$ cat config.mk
export PLATFORM = sky130hd
export DESIGN_NAME = mem2reg_scan_reader_flat
export DESIGN_NICKNAME = d
export VERILOG_FILES = /design/src/rtl/mem2reg_scan_reader_if.sv /design/src/rtl/mem2reg_scan_reader.sv /design/src/flat_wrapper.sv
export SDC_FILE = /design/constraint.sdc
export NUM_CORES = 1
export LEC_CHECK = 0
export BUFFER_PORTS_ARGS = -buffer_cell sky130_fd_sc_hd__buf_2
export CORE_AREA = 5 5 66 68
export CTS_BUF_LIST = sky130_fd_sc_hd__clkbuf_4 sky130_fd_sc_hd__clkbuf_8 sky130_fd_sc_hd__clkbuf_16
export DETAILED_ROUTE_END_ITERATION = 10
export DIE_AREA = 0 0 71 73
export GPL_TIMING_DRIVEN = 0
export PLACE_DENSITY = 0.83
export SETUP_SLACK_MARGIN = 0.2
export SYNTH_ARGS = -nofsm -noshare
export SYNTH_HDL_FRONTEND = slang
export SYNTH_SLANG_ARGS = --single-unit
$ cat constraint.sdc
create_clock -name clk -period 2.55 [get_ports clk]
set_input_delay 0.3825 -clock clk [delete_from_list [all_inputs] [get_ports clk]]
set_output_delay 0.3825 -clock clk [all_outputs]
set_load 0.02 [all_outputs]
$ cat src/rtl/mem2reg_scan_reader_if.sv
// rtl/mem2reg_scan_reader_if.sv - write port, sweep control and read-out stream bundle
interface mem2reg_scan_reader_if #(
  parameter int WIDTH  = 4,
  parameter int ADDR_W = 3
);
  logic              we;
  logic [ADDR_W-1:0] waddr;
  logic [WIDTH-1:0]  wdata;
  logic              start;
  logic              out_ready;
  logic              out_valid;
  logic [ADDR_W-1:0] out_addr;
  logic [WIDTH-1:0]  out_data;
  logic              out_last;
  logic              busy;
  logic              done;

  modport master (
    output we, waddr, wdata, start, out_ready,
    input  out_valid, out_addr, out_data, out_last, busy, done
  );

  modport slave (
    input  we, waddr, wdata, start, out_ready,
    output out_valid, out_addr, out_data, out_last, busy, done
  );
endinterface

$ cat src/rtl/mem2reg_scan_reader.sv
// rtl/mem2reg_scan_reader.sv - register file with an in-order valid/ready sweep reader
module mem2reg_scan_reader #(
  parameter int WIDTH  = 4,
  parameter int DEPTH  = 8,
  parameter int ADDR_W = 3
) (
  input logic                    clk,
  input logic                    reset,
  mem2reg_scan_reader_if.slave   bus
);

  typedef enum logic {IDLE, SCAN} state_t;

  localparam logic [ADDR_W-1:0] LAST = ADDR_W'(DEPTH - 1);

  (* mem2reg *) logic [WIDTH-1:0] mem [DEPTH];

  state_t            state;
  logic              valid_q;
  logic [ADDR_W-1:0] addr_q;
  logic [WIDTH-1:0]  data_q;
  logic              last_q;
  logic              busy_q;
  logic              done_q;

  logic [ADDR_W-1:0] addr_nxt;
  assign addr_nxt = addr_q + 1'b1;

  // Loads below read mem before this edge's write lands, giving read-before-write.
  always_ff @(posedge clk) begin
    if (!reset) begin
      for (int i = 0; i < DEPTH; i++) mem[i] <= WIDTH'(i);
      state   <= IDLE;
      valid_q <= 1'b0;
      addr_q  <= '0;
      data_q  <= '0;
      last_q  <= 1'b0;
      busy_q  <= 1'b0;
      done_q  <= 1'b0;
    end else begin
      done_q <= 1'b0;
      if (bus.we && (32'(bus.waddr) < DEPTH)) mem[bus.waddr] <= bus.wdata;

      case (state)
        IDLE: begin
          if (bus.start) begin
            state   <= SCAN;
            valid_q <= 1'b1;
            addr_q  <= '0;
            data_q  <= mem[0];
            last_q  <= (LAST == '0);
            busy_q  <= 1'b1;
          end
        end
        SCAN: begin
          if (valid_q && bus.out_ready) begin
            if (addr_q == LAST) begin
              state   <= IDLE;
              valid_q <= 1'b0;
              last_q  <= 1'b0;
              busy_q  <= 1'b0;
              done_q  <= 1'b1;
            end else begin
              addr_q <= addr_nxt;
              data_q <= mem[addr_nxt];
              last_q <= (addr_nxt == LAST);
            end
          end
        end
        default: state <= IDLE;
      endcase
    end
  end

  assign bus.out_valid = valid_q;
  assign bus.out_addr  = addr_q;
  assign bus.out_data  = data_q;
  assign bus.out_last  = last_q;
  assign bus.busy      = busy_q;
  assign bus.done      = done_q;

endmodule

$ cat src/flat_wrapper.sv
// flat-port wrapper written by rule: the top's interface ports become plain ports
module mem2reg_scan_reader_flat 
#(
  parameter int WIDTH  = 4,
  parameter int DEPTH  = 8,
  parameter int ADDR_W = 3
)
  (clk, reset, bus_we, bus_waddr, bus_wdata, bus_start, bus_out_ready, bus_out_valid, bus_out_addr, bus_out_data, bus_out_last, bus_busy, bus_done);
  mem2reg_scan_reader_if #(.WIDTH(WIDTH), .ADDR_W(ADDR_W)) bus_i ();
  input logic clk;
  input logic reset;
  input wire logic [$bits(bus_i.we)-1:0] bus_we;
  input wire logic [$bits(bus_i.waddr)-1:0] bus_waddr;
  input wire logic [$bits(bus_i.wdata)-1:0] bus_wdata;
  input wire logic [$bits(bus_i.start)-1:0] bus_start;
  input wire logic [$bits(bus_i.out_ready)-1:0] bus_out_ready;
  output wire logic [$bits(bus_i.out_valid)-1:0] bus_out_valid;
  output wire logic [$bits(bus_i.out_addr)-1:0] bus_out_addr;
  output wire logic [$bits(bus_i.out_data)-1:0] bus_out_data;
  output wire logic [$bits(bus_i.out_last)-1:0] bus_out_last;
  output wire logic [$bits(bus_i.busy)-1:0] bus_busy;
  output wire logic [$bits(bus_i.done)-1:0] bus_done;
  assign bus_i.we = bus_we;
  assign bus_i.waddr = bus_waddr;
  assign bus_i.wdata = bus_wdata;
  assign bus_i.start = bus_start;
  assign bus_i.out_ready = bus_out_ready;
  assign bus_out_valid = bus_i.out_valid;
  assign bus_out_addr = bus_i.out_addr;
  assign bus_out_data = bus_i.out_data;
  assign bus_out_last = bus_i.out_last;
  assign bus_busy = bus_i.busy;
  assign bus_done = bus_i.done;
  mem2reg_scan_reader #(.WIDTH(WIDTH), .DEPTH(DEPTH), .ADDR_W(ADDR_W)) u_core (.clk(clk), .reset(reset), .bus(bus_i));
endmodule
# [After elaboration in Yosys (flattened, before gate mapping)]
# Memory sizes are Yosys's and may differ from the RTL's.
# Index checks and enable logic that the tools add are counted.
# W data, S select, Z words.
[word_totals] in_bits=12 elab_cells=49 mem_bits_rw=32 regBits=11 output_inout_bits=11 n_memories=1
[mem_list] memory="u_core.mem" words=8 word_bits=4 read_ports=2 rd_clocked_by_memory_dff=0 wr=8 line_no="mem2reg_scan_reader.sv:16" text="(* mem2reg *) logic [WIDTH-1:0] mem [DEPTH];"
[classes] eq_ne=6 n_addsub=1 n_reduce_logical=6 n_mux=28 bitwise=1
[op_table] cell="$mux W4" n=4
[op_table] cell="$mux W1" n=15
[op_table] cell="$mux W3" n=4
[op_table] cell="$reduce_and A3 Y1" n=3
[op_table] cell="$ne A2 B2 Y1 const B" n=4
[op_table] cell="$pmux W4 S2" n=1
[op_table] cell="$eq A3 B3 Y1 const B" n=2
[op_table] cell="$pmux W1 S2" n=3
[op_table] cell="$pmux W3 S2" n=1
[op_table] cell="$reduce_or A4 Y1" n=1
[op_table] cell="$add A3 B1 Y3 const B" n=1
[op_table] cell="$reduce_and A2 Y1" n=1
[op_table] cell="$logic_and A1 B1 Y1" n=1
[op_table] cell="$not A1 Y1" n=1

# [Logic depth before layout (Yosys ltp)]
# Gate-level depths: netlist of run 1.
[logic_depth] word_depth=5 mapped_depth=6 mapped_depth_nobuf=5

# [Worst setup path after synthesis of run 1]
# No wires, ideal clock.
[synth_timing] kind="reg2reg" from="reg u_core.addr_q[0], in the netlist u_core.bus.out_addr[0]" to="reg u_core.data_q[1], in the netlist u_core.bus.out_data[1]" setup_ps=133 arrival_ps=1804 stages_incl_launch_ff=7 setup_slack_ps=613 path_buffers=1 required_time_ps=2417 period_less_slack_ps=1937 cell_sequence="dfxtp_1 > ha_1 > ha_1 > buf_6 > mux4_2 > mux2i_1 > o221ai_1"
[synth_between] elab_chain_cells=5 elab_cells_between_ends=8 cone_classes="add/sub: 1; eq/ne: 2; mux: 3; reduce/logical: 1; memory: 1"
[synth_lines] item="start: declaration" line_no="mem2reg_scan_reader.sv:20" text="logic [ADDR_W-1:0] addr_q;"
[synth_lines] item="start signal: assignment" line_no="mem2reg_scan_reader.sv:64" text="addr_q <= addr_nxt;"
[synth_lines] item="$add A3 B1 Y3" line_no="mem2reg_scan_reader.sv:27" text="assign addr_nxt = addr_q + 1'b1;"
[synth_lines] item="$mem_v2 Z8 W4"
[synth_lines] item="$mux W4" line_no="mem2reg_scan_reader.sv:57" text="if (addr_q == LAST) begin"
[synth_lines] item="$mux W4" line_no="mem2reg_scan_reader.sv:56" text="if (valid_q && bus.out_ready) begin"
[synth_lines] item="$pmux W4 S2" line_no="mem2reg_scan_reader.sv:44" text="case (state)"
[synth_lines] item="end signal: assignment" line_no="mem2reg_scan_reader.sv:50" text="data_q <= mem[0];"
[synth_lines] item="end signal: assignment" line_no="mem2reg_scan_reader.sv:65" text="data_q <= mem[addr_nxt];"
[synth_lines] item="end: declaration" line_no="mem2reg_scan_reader.sv:21" text="logic [WIDTH-1:0] data_q;"
# Parallel ways exist; a longest one is shown, timed or not. The select of a mux whose other input is x is not followed.
# A chain may end at the register's enable or synchronous reset.

# [Worst setup path in the final report of run 1]
[layout_timing] from="reg u_core.addr_q[0], in the netlist u_core.bus.out_addr[0]" to="reg u_core.data_q[3], in the netlist u_core.bus.out_data[3]"
# The elaborated chain is that of the path after synthesis.

==> results.yml, run 1 <==
cells_and_area:
  areaGrowthSynthToFinish_pct: 12.81
  final_common_cell: "edfxtp_1"
  multiInputGateArea_um2: 800.8
  layout-drive-gt1-share_pct: 22.92
  final-seq-area_um2: 1181
  nets: 207
  fin_cells: 242
  n_antenna_cell: 0
  final_cell_mix: "edfxtp_1, buf_2, and2_1, or3_1, dfxtp_1"
  fillers: 319
  design_area_um2: 2302
placement:
  gp_congestion: 0.7907
  placed_cells: 234
  hpwl_mm: 3.027
  place_area_um2: 2213
  post-place-ws_ns: 0.5450
  portBuffers: 22
yosys:
  yosys.area_share.adder_pct: 2.452
  async_flop_share_pct: 0
  synth_xor_xnor_area_share_pct: 0
  yosysUniqueCellTypes: 26
  syn-cell-area_um2: 2041
  synth_edf_count: 32
  synth_compound_area_share_pct: 5.028
  synth_top_family_by_area: "simple AND/OR/NAND/NOR gates"
  syn_area_per_cell_um2: 12.60
  yosysSeqAreaShare_pct: 57.88
  yosysWarningCount: 0
  synthSimpleGateAreaFrac_pct: 20.97
  synth_nets: 178
  muxShareOfSynthArea_pct: 10.79
  ys_ff_latch: 43
  syn_inst: 162
  synthFlopType: "edfxtp_1"
sta:
  hold_viol_final: 0
  skew_ns: 0.004822
  rsz0062_at_grt: "false"
  slew_headroom_pct: 66.11
  finalSetupViolCount: 0
  setup_slack_ns: 0.5235
  fin_crit_sh_pct: 79.47
  tightestPinTransition_ns: 0.5084
  fin_setup_tns_ns: 0
  final_max_slew_viol_count: 0
  max_freq_mhz: 493.5
  timing.final.crit_period_ns: 2.026
power_and_ir_drop:
  irDropWorstVdd_mv: 0.4342
  power_density_nw_per_um2: 587.1
  leakage_nw: 0.8538
detailed_routing:
  drc: 0
  initialDrtViolationCount: 97
  drtPass1Iterations: 4
  vias: 1369
  avgRoutedWirePerCell_um: 16.50
  routed_wl_mm: 3.992
  via_per_inst: 5.657
  postRouteAntennaNets: 0
die:
  ios: 23
  die_x_um: 71
  initial_core_util_pct: 53.72
  fp-row-count: 23
  design.core.area_um2: 3799
  die-area_um2: 5183
  fp.dieH_um: 73
clock_tree:
  clock_sinks: 43
  clk_path_buf_depth: 2
  post_cts_buffers: 0
  cts_resized: 0
  clk_latency_ns: 0.30
  htree_num_levels: 2
  clk_pin_slew_ns: 0.08
  cts_hold_buf: 0
  cts_tree: "yes"
  cts-root-buf: "clkbuf_8"
  cts_buffers: 5
global_routing:
  grt_max_degree: 15
  track_usage_pct: 17.54
  antenna_found_initial: 0
  grt_pass1_wl_mm: 6.872
  overflow: 0
  grt_pass1_vias: 1476
hold_path:
  hp-class: "primary input to flip-flop"
critical_path:
  worst_setup_path_start_kind: "flip-flop"
  worstPathMaxFanout: 10
  required_ns: 2.72
  arrival_ns: 2.20
  path_class: "flip-flop to flip-flop"
  end_kind: "flip-flop"
outcome:
  outcome: "completed"
run:
  cap_violations: 0
-- power breakdown --
group / total [mW] / internal, mW / switching, mW
Sequential: 0.809 / 0.790 / 0.0184
Combinational: 0.117 / 0.0444 / 0.0725
Clock: 0.426 / 0.190 / 0.236
Total: 1.35 / 1.03 / 0.327
-- registers in the layout, summed over array words and instances, names as in the netlist --
name / cells
u_core.mem: 32
u_core.bus.out_data: 4
u_core.bus.out_addr: 3
u_core.bus.done: 1
u_core.bus.out_last: 1
u_core.bus.out_valid: 1
u_core.state: 1
-- final timing paths --
| kind | start | slack [ns] | endpoint | depth (start not counted) |
|---|---|---|---|---|
| min | bus_start | 0.43 | u_core.bus.out_data[3] | 3 |
| max | u_core.bus.out_addr[0] | 0.52 | u_core.bus.out_data[3] | 6 |
| max reg2reg | u_core.bus.out_addr[0] | 0.52 | u_core.bus.out_data[3] | 6 |
| min reg2reg | u_core.bus.out_last | 0.47 | u_core.bus.out_last | 2 |
-- Yosys cell counts (2+ instances only) --
cell type	count	area, µm²
ha_1	4	50.05
nand2_1	10	37.54
dfxtp_1	11	220.2
nand3_1	10	50.05
o221ai_1	4	35.03
mux2i_1	4	40.04
nor3_1	3	15.01
a21oi_1	6	30.03
mux4_2	8	180.2
and2_1	19	118.9
edfxtp_1	32	960.9
o21ai_1	6	30.03
nand3b_1	2	15.01
nand2b_1	6	37.54
inv_2	2	7.510
clkbuf_1	5	18.77
nor2_1	6	22.52
nand4b_1	6	52.55
or3_1	11	68.82
-- cell families after synthesis --
kind of cell / after synthesis
simple gates: 74
flops: 43
compound gates: 17
buf+inv: 12
mux: 12
fa+ha+maj: 4
-- critical path, cell delays in order (launching register included) --
cell	delay [ns]
dfxtp_1	0.36
ha_1	0.24
ha_1	0.29
buf_6	0.17
mux4_2	0.53
mux2i_1	0.20
o221ai_1	0.13
-- metal layers --
| layer | vias up | global-route usage (%) | wire length, µm |
|---|---|---|---|
| li1 | 665 | - | - |
| met1 | 650 | 19.62 | 1593 |
| met2 | 46 | 30.59 | 2050 |
| met3 | 8 | 5.096 | 242 |
| met4 | 0 | 8.768 | 106 |
| met5 | - | 0 | 0 |
-- cell type report --
type                            instances  area share [%]
Buffer                                  9           2.065
Clock buffer                            5           2.989
Clock inverter                          3          0.8696
Inverter                                3          0.4891
Multi-Input combinational cell        107           34.78
Sequential cell                        43           51.30
Tap cell                               50           2.717
Timing Repair Buffer                   22           4.783
-- metrics by stage --
step	hold WS, ns	util (%)	total power, mW
after floorplan	0.4934	-	0.8913
after global placement	0.4522	58.27	0.9329
after detailed placement	0.4639	58.27	0.9416
after CTS	0.4191	60.61	1.360
after global routing	0.4282	60.61	1.408
final	0.4323	60.61	1.352
Note: power is estimated with default switching activity, not from simulation.
==> inputs of run 2 (changes only) <==
Settings changed: CORE_AREA 5 5 66 68 to 5 5 69 71, DIE_AREA 0 0 71 73 to 0 0 74 76, PLACE_DENSITY 0.83 to 0.79.
Clock period 2.55 ns to 1.77 ns, I/O delays scaled along.
==> run 2 against run 1 <==
The run now ends with setup timing left. First-iteration DRC count shrank 25%. Flip-flop and latch count is the same. Die area grew 8.5%. Global-route usage shrank 2.8 points. Sequential power grew 43%.
==> results.yml, run 2 (synthesis results as in run 1) <==
die:
  design.core.area_um2: 4174
  initial_core_util_pct: 48.89
  die-area_um2: 5624
  ios: 23
  die_x_um: 74
  fp-row-count: 24
  fp.dieH_um: 76
sta:
  setup_slack_ns: -0.08547
  rsz0062_at_grt: "true"
  fin_crit_sh_pct: 104.8
  timing.final.crit_period_ns: 1.855
  final_max_slew_viol_count: 0
  hold_viol_final: 0
  slew_headroom_pct: 68.63
  finalSetupViolCount: 4
  timing.hold.ws_ns: 0.3101
  skew_ns: 0.006961
  fin_setup_tns_ns: -0.2651
  max_freq_mhz: 538.9
  tightestPinTransition_ns: 0.4705
hold_path:
  hp-class: "primary input to flip-flop"
cells_and_area:
  final_cell_mix: "edfxtp_1, buf_2, and2_1, or3_1"
  fin_cells: 245
  layout-drive-gt1-share_pct: 25.39
  largest_register_ffs: 32
  n_antenna_cell: 0
  fillers: 349
  final_common_cell: "edfxtp_1"
  top_register: "u_core.mem"
  design_area_um2: 2401
  fin_util_pct: 57.52
  areaGrowthSynthToFinish_pct: 17.66
  nets: 208
global_routing:
  grt_pass1_vias: 1354
  grt_util_met1_pct: 20.29
  use_met3_pct: 3.958
  antenna_found_initial: 0
  track_usage_pct: 14.77
  overflow: 0
  grt_most_used_layer: "met2"
  grt_max_degree: 14
  met2_usage_pct: 22.78
  grt_pass1_wl_mm: 6.354
placement:
  placed_cells: 236
  gp_congestion: 0.8209
  portBuffers: 22
  post-place-ws_ns: -0.1135
  place_area_um2: 2252
  hpwl_mm: 2.810
critical_path:
  required_ns: 1.94
  slowest_stage: "mux4_2"
  crit_family: "multiplexers"
  end_kind: "flip-flop"
  worstPathCellList: "ha_4 > ha_4 > buf_12 > mux4_2 > mux2i_1 > o221ai_1"
  path_buf_inv: 1
  slowest_delay_ns: 0.52
  arrival_ns: 2.03
  worst_setup_path_start_kind: "flip-flop"
  cp_common_cell: "ha_4"
  worstPathMaxFanout: 9
  r2r_slack_ns: -0.09
  path_class: "flip-flop to flip-flop"
power_and_ir_drop:
  p_sw_share_pct: 20.59
  power_density_nw_per_um2: 933.0
  clock_power_share_pct: 40.8
  seqPwrFrac_pct: 51.8
  switchingPower_mw: 0.4612
  p_total_mw: 2.240
  p_int_mw: 1.779
  irDropWorstVdd_mv: 0.5194
  leakage_nw: 0.8855
  combPwrFrac_pct: 7.4
detailed_routing:
  vias: 1334
  via_per_inst: 5.445
  drc: 0
  avgRoutedWirePerCell_um: 15.26
  postRouteAntennaNets: 0
  routed_wl_mm: 3.739
  drtPass1Iterations: 4
  initialDrtViolationCount: 73
clock_tree:
  clk_pin_slew_ns: 0.08
  clk_latency_ns: 0.29
  cts_buffers: 5
  cts-root-buf: "clkbuf_8"
  cts_tree: "yes"
  htree_num_levels: 2
  clk_path_buf_depth: 2
  clock_sinks: 43
  cts_hold_buf: 0
run:
  cap_violations: 0
outcome:
  violations: "setup timing"
  outcome: "complete, but fails checks"
-- run 2: cell count changes in the layout (fill, tap and decap cells not counted), sizes merged --
cell      previous run  this run
buf                 25        26
bufinv               0         2
clkbuf              11        12
clkinv               1         0
clkinvlp             2         0
-- run 2: repair_timing --
action | CTS | global route
gates resized for setup | 1 | 0
pin swaps | 0 | 1
setup endpoints to repair | 4 | 5
setup buffers | 1 | 0
-- run 2: routing by layer --
layer / wire length [µm] / part of all wire [%]
met5: 0 / 0
met4: 49 / 1.3
met3: 244 / 6.5
met2: 1746 / 47
met1: 1698 / 45
-- run 2: worst paths after layout --
path                                             start                      to  cells past startpoint
worst min register to register     u_core.bus.out_last     u_core.bus.out_last                      2
worst max-delay path            u_core.bus.out_addr[0]  u_core.bus.out_data[3]                      6
worst min-delay path                         bus_start  u_core.bus.out_data[3]                      3
worst max register to register  u_core.bus.out_addr[0]  u_core.bus.out_data[3]                      6
-- run 2: area by class of cell --
| cell class | count | area (µm²) | area share (%) |
|---|---|---|---|
| tap | 52 | 65.06 | 2.710 |
| clock buffer | 6 | 76.32 | 3.179 |
| buffer | 9 | 56.30 | 2.345 |
| multi-input combinational | 107 | 825.8 | 34.39 |
| timing repair buffer | 23 | 117.6 | 4.898 |
| clock inverter | 2 | 60.06 | 2.501 |
| inverter | 3 | 11.26 | 0.4690 |
| sequential | 43 | 1189 | 49.51 |
-- run 2: worst register-to-register path, cell delays in order (launching register included) --
cell and delay [ns]:
dfxtp_4 0.37, ha_4 0.17, ha_4 0.27, buf_12 0.13, mux4_2 0.52, mux2i_1 0.17, o221ai_1 0.12
-- run 2: power groups by stage --
stage                     sequential, mW  combinational (mW)  clock, mW
after detailed placement            1.18               0.168          0
after global routing                1.17               0.185      0.966
after floorplan                     1.18              0.0975          0
after global placement              1.18               0.165          0
final                               1.16               0.166      0.913
after CTS                           1.16               0.168      0.927
